### src/rtl/ps2_rx_frame_if.sv
// rtl/ps2_rx_frame_if.sv - PS/2 receiver pin/byte bundle shared by the host side and the receiver
interface ps2_rx_frame_if;

  // Raw, asynchronous PS/2 lines plus the frame-start enable
  logic       ps2c;
  logic       ps2d;
  logic       rx_en;

  // Byte-wide result towards the scan-code validation chain
  logic [7:0] datos;
  logic       rx_done_tick;
  logic       frame_err;

  // Side that drives the PS/2 lines and consumes the received bytes
  modport master (
    output ps2c,
    output ps2d,
    output rx_en,
    input  datos,
    input  rx_done_tick,
    input  frame_err
  );

  // Receiver side
  modport slave (
    input  ps2c,
    input  ps2d,
    input  rx_en,
    output datos,
    output rx_done_tick,
    output frame_err
  );

endinterface

### src/rtl/ps2_rx_frame.sv
// rtl/ps2_rx_frame.sv - PS/2 11-bit frame receiver with clock deglitch, framing check and timeout (optional parity check: PS2_PARITY_CHECK_EN)
module ps2_rx_frame #(
  parameter int FILTER_LEN     = 8,
  parameter int TIMEOUT_CYCLES = 100000
) (
  input  logic           clk,
  input  logic           reset,
  ps2_rx_frame_if.slave  bus
);

  // Timeout counter width; TIMEOUT_CYCLES must stay below 2^20.
  localparam int         TW       = 20;
  localparam logic [TW-1:0] TO_LAST = TW'(TIMEOUT_CYCLES - 1);

  typedef enum logic [1:0] {
    IDLE = 2'd0,
    DPS  = 2'd1,
    CHK  = 2'd2,
    DONE = 2'd3
  } state_t;

  // Input conditioning
  logic                  ps2c_meta_q, ps2c_s_q;
  logic                  ps2d_meta_q, ps2d_s_q;
  logic [FILTER_LEN-1:0] filter_q;
  logic                  fclk_q, fclk_d;
  logic                  fclk_dly_q;
  logic                  fall;

  // Frame FSM and datapath
  state_t                state_q, state_d;
  logic [3:0]            n_q, n_d;
  logic [9:0]            b_q, b_d;
  logic [TW-1:0]         tcnt_q, tcnt_d;
  logic [7:0]            datos_q, datos_d;
  logic                  frame_good;
  logic                  done_tick;
  logic                  err_tick;

  // Two-flop synchronizers; idle-high reset keeps the lines looking released.
  always_ff @(posedge clk) begin
    if (reset) begin
      ps2c_meta_q <= 1'b1;
      ps2c_s_q    <= 1'b1;
      ps2d_meta_q <= 1'b1;
      ps2d_s_q    <= 1'b1;
    end else begin
      ps2c_meta_q <= bus.ps2c;
      ps2c_s_q    <= ps2c_meta_q;
      ps2d_meta_q <= bus.ps2d;
      ps2d_s_q    <= ps2d_meta_q;
    end
  end

  // Filtered clock only moves once the whole history window agrees.
  always_comb begin
    fclk_d = fclk_q;
    if (&filter_q) begin
      fclk_d = 1'b1;
    end else if (~|filter_q) begin
      fclk_d = 1'b0;
    end
  end

  // Deglitch shift register, filtered clock and its delayed copy for edge detection.
  always_ff @(posedge clk) begin
    if (reset) begin
      filter_q   <= '1;
      fclk_q     <= 1'b1;
      fclk_dly_q <= 1'b1;
    end else begin
      filter_q   <= {filter_q[FILTER_LEN-2:0], ps2c_s_q};
      fclk_q     <= fclk_d;
      fclk_dly_q <= fclk_q;
    end
  end

  // One-cycle pulse on each falling edge of the filtered PS/2 clock.
  assign fall = fclk_dly_q & ~fclk_q;

  // Stop bit must be 1; with parity checking, data plus parity must hold an odd number of ones.
`ifdef PS2_PARITY_CHECK_EN
  assign frame_good = b_q[9] & (^b_q[8:0]);
`else
  assign frame_good = b_q[9];
`endif

  // Next-state logic: start detection, bit shifting, timeout, frame check and byte strobe.
  always_comb begin
    state_d   = state_q;
    n_d       = n_q;
    b_d       = b_q;
    tcnt_d    = tcnt_q;
    datos_d   = datos_q;
    done_tick = 1'b0;
    err_tick  = 1'b0;

    case (state_q)
      IDLE: begin
        // Starts are only taken from IDLE itself, so an edge coinciding
        // with the return to IDLE is never mistaken for a start bit.
        if (fall && bus.rx_en && !ps2d_s_q) begin
          n_d     = 4'd9;
          tcnt_d  = '0;
          state_d = DPS;
        end
      end

      DPS: begin
        if (fall) begin
          b_d    = {ps2d_s_q, b_q[9:1]};
          tcnt_d = '0;
          if (n_q == 4'd0) begin
            state_d = CHK;
          end else begin
            n_d = n_q - 4'd1;
          end
        end else if (tcnt_q == TO_LAST) begin
          // Keyboard stopped clocking mid-frame: drop the partial byte.
          err_tick = 1'b1;
          tcnt_d   = '0;
          state_d  = IDLE;
        end else begin
          tcnt_d = tcnt_q + 1'b1;
        end
      end

      CHK: begin
        if (frame_good) begin
          datos_d = b_q[7:0];
          state_d = DONE;
        end else begin
          err_tick = 1'b1;
          state_d  = IDLE;
        end
      end

      DONE: begin
        done_tick = 1'b1;
        state_d   = IDLE;
      end

      default: begin
        state_d = IDLE;
      end
    endcase
  end

  // State and datapath registers; reset abandons any partial frame silently.
  always_ff @(posedge clk) begin
    if (reset) begin
      state_q <= IDLE;
      n_q     <= '0;
      b_q     <= '0;
      tcnt_q  <= '0;
      datos_q <= '0;
    end else begin
      state_q <= state_d;
      n_q     <= n_d;
      b_q     <= b_d;
      tcnt_q  <= tcnt_d;
      datos_q <= datos_d;
    end
  end

  // Strobes come straight from the FSM so they are one cycle wide and mutually exclusive.
  assign bus.datos        = datos_q;
  assign bus.rx_done_tick = done_tick;
  assign bus.frame_err    = err_tick;

endmodule

### src/flat_wrapper.sv
// flat-port wrapper written by rule: the top's interface ports become plain ports
module ps2_rx_frame_flat 
#(
  parameter int FILTER_LEN     = 8,
  parameter int TIMEOUT_CYCLES = 100000
)
  (clk, reset, bus_ps2c, bus_ps2d, bus_rx_en, bus_datos, bus_rx_done_tick, bus_frame_err);
  ps2_rx_frame_if bus_i ();
  input  logic clk;
  input  logic reset;
  input wire logic [$bits(bus_i.ps2c)-1:0] bus_ps2c;
  input wire logic [$bits(bus_i.ps2d)-1:0] bus_ps2d;
  input wire logic [$bits(bus_i.rx_en)-1:0] bus_rx_en;
  output wire logic [$bits(bus_i.datos)-1:0] bus_datos;
  output wire logic [$bits(bus_i.rx_done_tick)-1:0] bus_rx_done_tick;
  output wire logic [$bits(bus_i.frame_err)-1:0] bus_frame_err;
  assign bus_i.ps2c = bus_ps2c;
  assign bus_i.ps2d = bus_ps2d;
  assign bus_i.rx_en = bus_rx_en;
  assign bus_datos = bus_i.datos;
  assign bus_rx_done_tick = bus_i.rx_done_tick;
  assign bus_frame_err = bus_i.frame_err;
  ps2_rx_frame #(.FILTER_LEN(FILTER_LEN), .TIMEOUT_CYCLES(TIMEOUT_CYCLES)) u_core (.clk(clk), .reset(reset), .bus(bus_i));
endmodule
### config.mk
export PLATFORM = sky130hd
export DESIGN_NAME = ps2_rx_frame_flat
export DESIGN_NICKNAME = d
export VERILOG_FILES = /design/src/rtl/ps2_rx_frame_if.sv /design/src/rtl/ps2_rx_frame.sv /design/src/flat_wrapper.sv
export SDC_FILE = /design/constraint.sdc
export NUM_CORES = 1
export LEC_CHECK = 0
export CELL_PAD_IN_SITES_DETAIL_PLACEMENT = 0
export CELL_PAD_IN_SITES_GLOBAL_PLACEMENT = 1
export CORE_MARGIN = 5
export CORE_UTILIZATION = 23
export DETAILED_ROUTE_END_ITERATION = 10
export GPL_ROUTABILITY_DRIVEN = 0
export PLACE_DENSITY_LB_ADDON = 0.1
export SYNTH_ARGS = -nofsm -noshare
export SYNTH_HDL_FRONTEND = slang
export SYNTH_SLANG_ARGS = --single-unit
### constraint.sdc
create_clock -name clk -period 5.78 [get_ports clk]
set_input_delay 1.156 -clock clk [delete_from_list [all_inputs] [get_ports clk]]
set_output_delay 1.156 -clock clk [all_outputs]
set_load 0.02 [all_outputs]
==> flow_metrics.py <==
metrics = {
    "worst_setup_path": {
        "worst_setup_path_start_kind": "flip-flop",
        "crit_chain": "ha_1 > and3_2 > nand4_1 > nor4_1 > o21a_1 > clkdlybuf4s50_1",
        "cpPeakStageDelay_ps": 610,
        "cp.arrival_ps": 2450,
        "worst_setup_path_end_kind": "output port",
        "cp.depth": 6,
        "critical_path_class": "flip-flop to output port",
        "cp_slowest_cell": "clkdlybuf4s50_1",
        "crit_buf_inv": 1,
        "cp_max_fo": 5,
        "critPathTopFamily": "simple AND/OR/NAND/NOR gates",
        "rr_worst_depth": 6,
        "cp.required_ps": 4620,
    },
    "floorplanning": {
        "core_um2": 10900,
        "initial_core_util": 0.236,
        "die_h_um": 116,
        "die_w_um": 116,
        "std_cell_rows": 38,
        "io_pins": 15,
        "die-area_um2": 13400,
    },
    "logic_synthesis": {
        "async_flop_share": 0,
        "ys_ff_latch": 58,
        "yosys-top-cells-area": "dfxtp_1 45%, nand2_1 8.3%, a21oi_1 5.5%",
        "syn_area_um2": 2570,
        "ys_seq_area_frac": 0.452,
        "synth_top_cell_by_area": "dfxtp_1",
        "syn_nets": 319,
        "yosys_warnings": 0,
        "synthCells": 306,
        "synth_edf_count": 0,
        "synth_top_area_share": 0.452,
        "ys_types": 42,
        "synth_ff_type": "dfxtp_1",
        "syn_avg_cell_area_um2": 8.39,
    },
    "grt": {
        "overflow": 0,
        "grt_max_degree": 53,
        "use_met2": 0.156,
        "met3_usage": 0.0313,
        "grt-busiest-layer": "met2",
        "antenna_found_initial": 0,
        "grtUsageMet1": 0.131,
        "grt.total_usage": 0.101,
        "grt_pass1_wl_um": 10600,
        "grt_pass1_vias": 2132,
    },
    "power": {
        "irDropWorstVdd_v": 0.000122,
        "power_density_nw_per_um2": 259,
        "power.leakage_nw": 0.936,
    },
    "layout": {
        "design_area_um2": 3040,
        "mostFrequentLayoutCell": "dfxtp_1",
        "final_cell_mix": "58 x dfxtp_1, 57 x nand2_1, 28 x a21oi_1, 17 x nand3_1, 16 x or2_2",
        "final_layout_size_suffix_gt1_frac": 0.120,
        "diodes": 0,
        "instances_no_fill": 464,
        "area_delta_synth_final_pct": 18.2,
        "nets": 332,
    },
    "sta": {
        "fin_crit_sh": 0.624,
        "max_freq_mhz": 277,
        "worst_slew_pin_slew_ps": 769,
        "final-max-slew-violation-count": 0,
        "slew_headroom": 0.486,
        "rsz0062_at_grt": "false",
        "finalWorstSetupSlack_ps": 2180,
        "skew_ps": 12.3,
        "hold_ws_ps": 410,
        "hold_viol_final": 0,
        "fin_crit_ps": 3600,
        "fin_setup_tns_ps": 0,
        "final-setup-viol-count": 0,
    },
    "clock_tree": {
        "path_clk_slew_ps": 70,
        "cts.path.max_buffers": 2,
        "cts_inserted_buffers": 9,
        "cts_tree": "built",
        "cts-root-buf": "clkbuf_8",
        "clk_latency_ps": 340,
        "htreeDepth": 3,
        "post_cts_buffers": 0,
        "cts_resized": 0,
        "cts.sinks": 58,
        "hold_buffers": 0,
    },
    "place": {
        "dpl.hpwl_um": 4020,
        "placed_cells_incl_taps": 448,
        "io_buffers": 14,
        "dpl-instance-area_um2": 2840,
        "dpl_worst_slack_ps": 2530,
    },
    "routing": {
        "drtIter0Drc": 79,
        "vias_per_cell": 4.60,
        "firstDrtPassIters": 4,
        "wire_per_inst_um": 13.3,
        "drc": 0,
        "antenna_left": 0,
        "drt_wl_total_um": 6160,
        "vias": 2135,
    },
    "hold_path": {
        "hold_depth": 1,
        "min_path_type": "flip-flop to flip-flop",
    },
    "flow_run": {
        "max-cap-violations": 0,
    },
    "outcome": {
        "status": "complete, no violations",
    },
}
## path summary, 6_finish.rpt
kind	from	end	slack (ps)
worst max-delay path	u_core.tcnt_q[0]	bus_frame_err	2180
worst max register to register	u_core.state_q[1]	u_core.tcnt_q[6]	3470
worst min-delay path	u_core.ps2d_meta_q	u_core.ps2d_s_q	410
worst min register to register	u_core.ps2d_meta_q	u_core.ps2d_s_q	410
## sequential cells by signal, indices dropped and copies added, names as in the netlist
name / flops
u_core.ps2d_meta_q: 1
u_core.bus.datos: 8
u_core.n_q: 4
u_core.filter_q: 8
u_core.fclk_q: 1
u_core.b_q: 10
u_core.ps2c_meta_q: 1
u_core.ps2c_s_q: 1
u_core.tcnt_q: 20
u_core.fclk_dly_q: 1
u_core.ps2d_s_q: 1
u_core.state_q: 2
## kinds of logic (layout without fill, tap and decap cells)
logic type,count (synthesis),in the layout,synth area share
XOR/XNOR,6,6,0.0205
buffers and inverters,19,37,0.0283
flip-flops,58,58,0.452
AO/OA/AOI/OAI,57,57,0.135
AND/OR/NAND/NOR,156,156,0.317
multiplexers,2,2,0.00828
adder cells (fa/ha/maj),8,8,0.0390
## Yosys cell counts (all sizes together), types with 2 or more instances
| cell type | instances |
|---|---|
| and3 | 4 |
| inv | 5 |
| ha | 8 |
| nor4b | 2 |
| a21oi | 28 |
| nand2 | 57 |
| nor4 | 4 |
| nand2b | 2 |
| a31oi | 9 |
| nor2 | 14 |
| o311ai | 2 |
| o21a | 3 |
| and2 | 3 |
| dfxtp | 58 |
| or3 | 2 |
| nor3b | 3 |
| nand3 | 17 |
| xnor2 | 6 |
| and4 | 2 |
| or2 | 16 |
| o21ai | 8 |
| nor2b | 2 |
| nand4 | 7 |
| nor3 | 8 |
| or4 | 11 |
| buf | 3 |
| clkbuf | 11 |
## layout make-up
cell class / count / area [um2]
clock inverters: 5 / 53.8
well taps: 140 / 175
repair buffers: 16 / 150
clock buffers: 11 / 141
inverters: 5 / 18.8
multi-input cells: 229 / 1340
fillers: 1188 / 7850
flip-flops and latches: 58 / 1160
## layer usage
metal	up-vias	share of wire
li1	1113	-
met1	993	0.50
met2	19	0.45
met4	0	0.019
met3	10	0.031
met5	-	0
## where the power goes
| part | switching [W] | total (W) | internal, W |
|---|---|---|---|
| clock | 0.000163 | 0.000373 | 0.000209 |
| combinational | 0.00000744 | 0.0000117 | 0.00000426 |
| sequential | 0.000000536 | 0.000402 | 0.000401 |
| total | 0.000171 | 0.000786 | 0.000615 |
## per-stage QoR
step / power, W / util
after global placement: 0.000423 / 0.261
after detailed placement: 0.000423 / 0.261
after global routing: 0.000823 / 0.279
after CTS: 0.000807 / 0.279
final: 0.000786 / 0.279
after floorplan: 0.000418 / -
Note: power is estimated with default switching activity, not from simulation.
